**src/rtl/mmio_uart_tx.sv**
```systemverilog
// Memory-mapped 8N1 UART transmitter: byte stores are queued in a circular FIFO
// and shifted out LSB first, with polling status for the load path.
module mmio_uart_tx #(
   parameter int unsigned CLOCKS_PER_BIT  = 868,
   parameter int unsigned FIFO_DEPTH_LOG2 = 3
) (
   input  logic                     clk,
   input  logic                     reset,
   input  logic                     write_strobe,
   input  logic [7:0]               write_data,
   output logic                     tx,
   output logic                     busy,
   output logic                     fifo_full,
   output logic [FIFO_DEPTH_LOG2:0] fifo_count,
   output logic                     overflow_error
);

   localparam int unsigned PW     = FIFO_DEPTH_LOG2;
   localparam int unsigned CW     = FIFO_DEPTH_LOG2 + 1;
   localparam int unsigned DEPTH  = 32'(1) << FIFO_DEPTH_LOG2;
   localparam int unsigned BAUD_W = $clog2(CLOCKS_PER_BIT);

   typedef enum logic [1:0] {
      S_IDLE,
      S_START,
      S_DATA,
      S_STOP
   } state_e;

   logic [7:0]        mem_q [DEPTH];
   logic [PW-1:0]     wr_ptr_q;
   logic [PW-1:0]     rd_ptr_q;
   logic [CW-1:0]     count_q;
   logic [CW-1:0]     count_d;
   state_e            state_q;
   logic [BAUD_W-1:0] baud_q;
   logic [2:0]        bit_q;
   logic [7:0]        shift_q;
   logic              tx_q;
   logic              ovf_q;
   logic              push;
   logic              pop;
   logic              baud_done;

   // A push into a full FIFO is dropped even when a pop frees a slot that cycle.
   always_comb begin
      push      = write_strobe && !fifo_full;
      pop       = (state_q == S_IDLE) && (count_q != '0);
      baud_done = (baud_q == BAUD_W'(CLOCKS_PER_BIT - 1));
      count_d   = count_q;
      if (push && !pop) begin
         count_d = count_q + CW'(1);
      end else if (pop && !push) begin
         count_d = count_q - CW'(1);
      end
   end

   always_ff @(posedge clk) begin
      if (push) begin
         mem_q[wr_ptr_q] <= write_data;
      end
   end

   // FIFO bookkeeping and framing FSM; tx_q always carries the level of the next state.
   always_ff @(posedge clk or posedge reset) begin
      if (reset) begin
         wr_ptr_q <= '0;
         rd_ptr_q <= '0;
         count_q  <= '0;
         ovf_q    <= 1'b0;
         state_q  <= S_IDLE;
         baud_q   <= '0;
         bit_q    <= '0;
         shift_q  <= '0;
         tx_q     <= 1'b1;
      end else begin
         count_q <= count_d;
         if (push) begin
            wr_ptr_q <= wr_ptr_q + PW'(1);
         end
         if (pop) begin
            rd_ptr_q <= rd_ptr_q + PW'(1);
         end
         if (write_strobe && fifo_full) begin
            ovf_q <= 1'b1;
         end

         case (state_q)
            S_IDLE: begin
               tx_q <= 1'b1;
               if (pop) begin
                  shift_q <= mem_q[rd_ptr_q];
                  baud_q  <= '0;
                  tx_q    <= 1'b0;
                  state_q <= S_START;
               end
            end
            S_START: begin
               if (baud_done) begin
                  baud_q  <= '0;
                  bit_q   <= '0;
                  tx_q    <= shift_q[0];
                  state_q <= S_DATA;
               end else begin
                  baud_q <= baud_q + BAUD_W'(1);
               end
            end
            S_DATA: begin
               if (baud_done) begin
                  baud_q  <= '0;
                  shift_q <= shift_q >> 1;
                  bit_q   <= bit_q + 3'd1;
                  if (bit_q == 3'd7) begin
                     tx_q    <= 1'b1;
                     state_q <= S_STOP;
                  end else begin
                     tx_q <= shift_q[1];
                  end
               end else begin
                  baud_q <= baud_q + BAUD_W'(1);
               end
            end
            S_STOP: begin
               tx_q <= 1'b1;
               if (baud_done) begin
                  baud_q  <= '0;
                  state_q <= S_IDLE;
               end else begin
                  baud_q <= baud_q + BAUD_W'(1);
               end
            end
            default: begin
               state_q <= S_IDLE;
               tx_q    <= 1'b1;
            end
         endcase
      end
   end

   assign tx             = tx_q;
   assign busy           = (state_q != S_IDLE) || (count_q != '0);
   assign fifo_full      = (count_q == CW'(DEPTH));
   assign fifo_count     = count_q;
   assign overflow_error = ovf_q;

endmodule
```
**config.mk**
```make
export PLATFORM = sky130hd
export DESIGN_NAME = mmio_uart_tx
export DESIGN_NICKNAME = d
export VERILOG_FILES = /design/src/rtl/mmio_uart_tx.sv
export SDC_FILE = /design/constraint.sdc
export NUM_CORES = 1
export LEC_CHECK = 0
export BUFFER_PORTS_ARGS = -buffer_cell sky130_fd_sc_hd__buf_2
export CAP_MARGIN = 40
export CORE_MARGIN = 4
export CORE_UTILIZATION = 30
export DETAILED_ROUTE_END_ITERATION = 7
export GPL_TIMING_DRIVEN = 0
export PLACE_DENSITY = 0.48
export SETUP_SLACK_MARGIN = 0.1
export SYNTH_ARGS = -nofsm -noshare
export SYNTH_HDL_FRONTEND = slang
export SYNTH_SLANG_ARGS = --single-unit
```
**constraint.sdc**
```tcl
create_clock -name clk -period 3 [get_ports clk]
set_clock_uncertainty 0.2 [all_clocks]
set_input_delay 0.9 -clock clk [delete_from_list [all_inputs] [get_ports clk]]
set_output_delay 0.9 -clock clk [all_outputs]
set_load 0.1 [all_outputs]
```
==> flow_metrics.env <==
export IMPL_viasPerCell=4.75
export IMPL_reg2reg_slack_ns=0.35
export IMPL_run_status="finished, final reports clean"
export IMPL_grt_pass1_wl_mm=13.6
export IMPL_finalSetupTns_ns=0
export IMPL_critPathMaxFanout=8
export IMPL_synth_cell_types=46
export IMPL_slew_headroom=0.499
export IMPL_dpl_cell_area_um2=4750
export IMPL_seqPwrFrac=0.381
export IMPL_htreeDepth=3
export IMPL_std_cell_rows=43
export IMPL_n_fill_cell=1343
export IMPL_grt_pass1_vias=2552
export IMPL_dieArea_um2=16300
export IMPL_setup_violations=0
export IMPL_clk_pin_slew_worst_paths_ns=0.07
export IMPL_clkPwrFrac=0.206
export IMPL_yosys_top_cells_area="edfxtp_1 45%, dfrtp_1 20%, mux4_2 8.4%, ha_1 3.8%, mux2i_1 1.6%"
export IMPL_yosysWarnings=0
export IMPL_chipWidth_um=128
export IMPL_p_per_area_nw_per_um2=1040
export IMPL_crit_arrival_ns=1.71
export IMPL_start_util=0.308
export IMPL_final_layout_size_suffix_gt1_frac=0.293
export IMPL_diodes=0
export IMPL_cts_root_buf="clkbuf_16"
export IMPL_first_pass_iters=4
export IMPL_rsz0062_at_grt="false"
export IMPL_switching_share=0.377
export IMPL_setup_worst_path_start="fifo_count[1]$_DFFE_PP0P_"
export IMPL_leakage_nw=1.93
export IMPL_reg2reg_depth=9
export IMPL_seq_area_um2=2810
export IMPL_grt_overflow_total=0
export IMPL_p_switching_w=0.00199
export IMPL_ioPinCount=19
export IMPL_hold_violations=0
export IMPL_min_path_type="register to register"
export IMPL_via_count=2382
export IMPL_startpoint_type="register"
export IMPL_chipHeight_um=128
export IMPL_dp_hpwl_mm=5.68
export IMPL_grt_max_degree=36
export IMPL_syn_inst=277
export IMPL_cts_num_sinks=99
export IMPL_maxSlewViolCount=0
export IMPL_clockBufferDepth=2
export IMPL_cp_end_kind="primary output"
export IMPL_endpoint="busy"
export IMPL_critical_path_class="register to primary output"
export IMPL_io_buffer_count=18
export IMPL_drcViolationCount=0
export IMPL_ys_flop_type="edfxtp_1"
export IMPL_hold_start="overflow_error$_DFFE_PP0P_"
export IMPL_antenna_left=0
export IMPL_synth_top_cell_by_area="edfxtp_1"
export IMPL_post_route_period_util=0.937
export IMPL_worstMarginPinSlew_ns=0.750
export IMPL_multi_input_area_um2=1480
export IMPL_synth_area_per_cell_um2=15.6
export IMPL_finalPower_w=0.00527
export IMPL_crit_required_ns=1.90
export IMPL_grt_antenna_before_repair=0
export IMPL_tritoncts="yes"
export IMPL_synth_top_area_frac=0.446
export IMPL_drt_iter0_drc=184
export IMPL_reg2reg_from="fifo_count[1]$_DFFE_PP0P_"
export IMPL_syn_area_um2=4310
export IMPL_synth_nets=302
export IMPL_final_cells=501
export IMPL_max_freq_mhz=356
export IMPL_ys_ff_latch=99
export IMPL_peakVddDrop_v=0.000454
export IMPL_synthArstFlopShare=0.354
export IMPL_drt_wirelength_per_cell_um=16.1
export IMPL_maxCapViolations=0
export IMPL_synth_edf_count=64
export IMPL_clock_latency_ns=0.35
export IMPL_cts_buffers_inserted=9
export IMPL_wirelength_mm=8.09
export IMPL_yosysSeqAreaShare=0.650
export IMPL_area_growth_pct=18.1
export IMPL_p_int_w=0.00328
export IMPL_min_period_ns=2.81
export IMPL_core_area_um2=14000
export IMPL_fin_area_um2=5090
export IMPL_dp_cells=482
export IMPL_gp_congestion=0.748
export IMPL_rr_endpoint="fifo_count[3]$_DFFE_PP0P_"
export IMPL_num_nets_final=341
export IMPL_track_usage=0.110
export IMPL_power_frac_comb=0.413
## state kept, by name, indices dropped and copies added (netlist names)
name            cells
baud_q             10
bit_q               3
fifo_count          4
mem_q              64
overflow_error      1
rd_ptr_q            3
shift_q             8
state_q             2
tx                  1
wr_ptr_q            3
## critical path, stage by stage, from the launching register on
cell	delay, ns
dfrtp_2	0.49
nor4_4	0.29
and2_1	0.15
clkbuf_4	0.18
inv_4	0.08
buf_12	0.17
## cells in the final DEF, fill, tap and decap left out, types with 3 or more instances in the layout
cell type,count
mux2i_1,7
a22o_1,5
and3_1,4
xnor2_1,5
buf_2,21
nand3_1,3
mux2_2,5
o22a_1,3
buf_4,10
nor3_2,3
mux4_2,16
inv_1,10
edfxtp_1,64
o22ai_1,4
clkbuf_1,4
nor2_1,17
a21o_1,3
dfrtp_4,3
a31oi_1,3
nand2b_1,5
ha_1,10
o21ai_0,11
mux2_4,3
a21oi_1,7
xor2_1,4
dfrtp_1,30
nor3_1,4
clkbuf_16,9
nand2_1,9
## per-layer routing
| layer | wire length, um | GRT usage | part of all wire |
|---|---|---|---|
| met1 | 3670 | 0.138 | 0.45 |
| met2 | 4040 | 0.182 | 0.50 |
| met3 | 274 | 0.0363 | 0.034 |
| met4 | 101 | 0.0300 | 0.012 |
| met5 | 0 | 0 | 0 |
## logic make-up (layout without fill, tap and decap cells)
group / count (synthesis) / count (layout) / synth area share
AOI/OAI and AO/OA: 44 / 44 / 0.0700
xor gates and xnor gates: 9 / 9 / 0.0183
adders and majority gates: 14 / 14 / 0.0424
buffers and inverters: 23 / 67 / 0.0232
DFF: 99 / 99 / 0.650
muxes: 32 / 32 / 0.126
and+or+nand+nor: 56 / 56 / 0.0703
## area by class of cell
class / count / share of cell area
Buffer: 10 / 0.0113
Clock buffer: 10 / 0.0450
Clock inverter: 6 / 0.00959
Inverter: 13 / 0.0106
Multi-Input combinational cell: 155 / 0.291
Sequential cell: 99 / 0.553
Tap cell: 180 / 0.0443
Timing Repair Buffer: 28 / 0.0354
## cell usage after synthesis, drive strengths merged, types with 4 or more instances
cell type  number
mux2            9
and3            4
nor3            7
buf             6
o22ai           4
inv            13
nand2b          5
xnor2           5
xor2            4
o21ai          12
edfxtp         64
mux4           16
clkbuf          4
nand2           9
dfrtp          34
a22o            5
nor2           17
ha             13
mux2i           7
a21oi           8
## worst min-delay path by stage
| stage | to | cells after the start | slack (ns) |
|---|---|---|---|
| final | overflow_error$_DFFE_PP0P_ | 1 | 0.26 |
| after global routing | overflow_error$_DFFE_PP0P_ | 1 | 0.29 |
| after CTS | overflow_error$_DFFE_PP0P_ | 1 | 0.27 |
| after detailed placement | overflow_error$_DFFE_PP0P_ | 1 | 0.25 |
| after global placement | overflow_error$_DFFE_PP0P_ | 1 | 0.24 |
| after floorplan | shift_q[7]$_DFFE_PP0P_ | 1 | 0.24 |
## power groups by stage
| stage | logic [W] | registers [W] | clock network, W |
|---|---|---|---|
| after floorplan | 0.00141 | 0.00229 | 0 |
| after global placement | 0.00213 | 0.00203 | 0 |
| after detailed placement | 0.00218 | 0.00203 | 0 |
| after CTS | 0.00219 | 0.00201 | 0.00113 |
| after global routing | 0.00242 | 0.00205 | 0.00118 |
| final | 0.00218 | 0.00201 | 0.00109 |
## per-stage QoR
stage / hold WS [ns] / worst slack (ns) / utilization
floorplan: 0.244 / -0.435 / -
global placement: 0.237 / -0.280 / 0.335
detailed placement: 0.253 / 0.156 / 0.339
CTS: 0.270 / 0.104 / 0.361
global route: 0.292 / 0.100 / 0.364
finish: 0.263 / 0.190 / 0.364
## what timing repair did
action,in CTS,in global routing
endpoints found under the setup margin,1,1
hold buffers,0,0
pin swaps,0,0
gates resized for setup,6,3
setup buffers,0,2
Power figures use the tool's default switching activity.
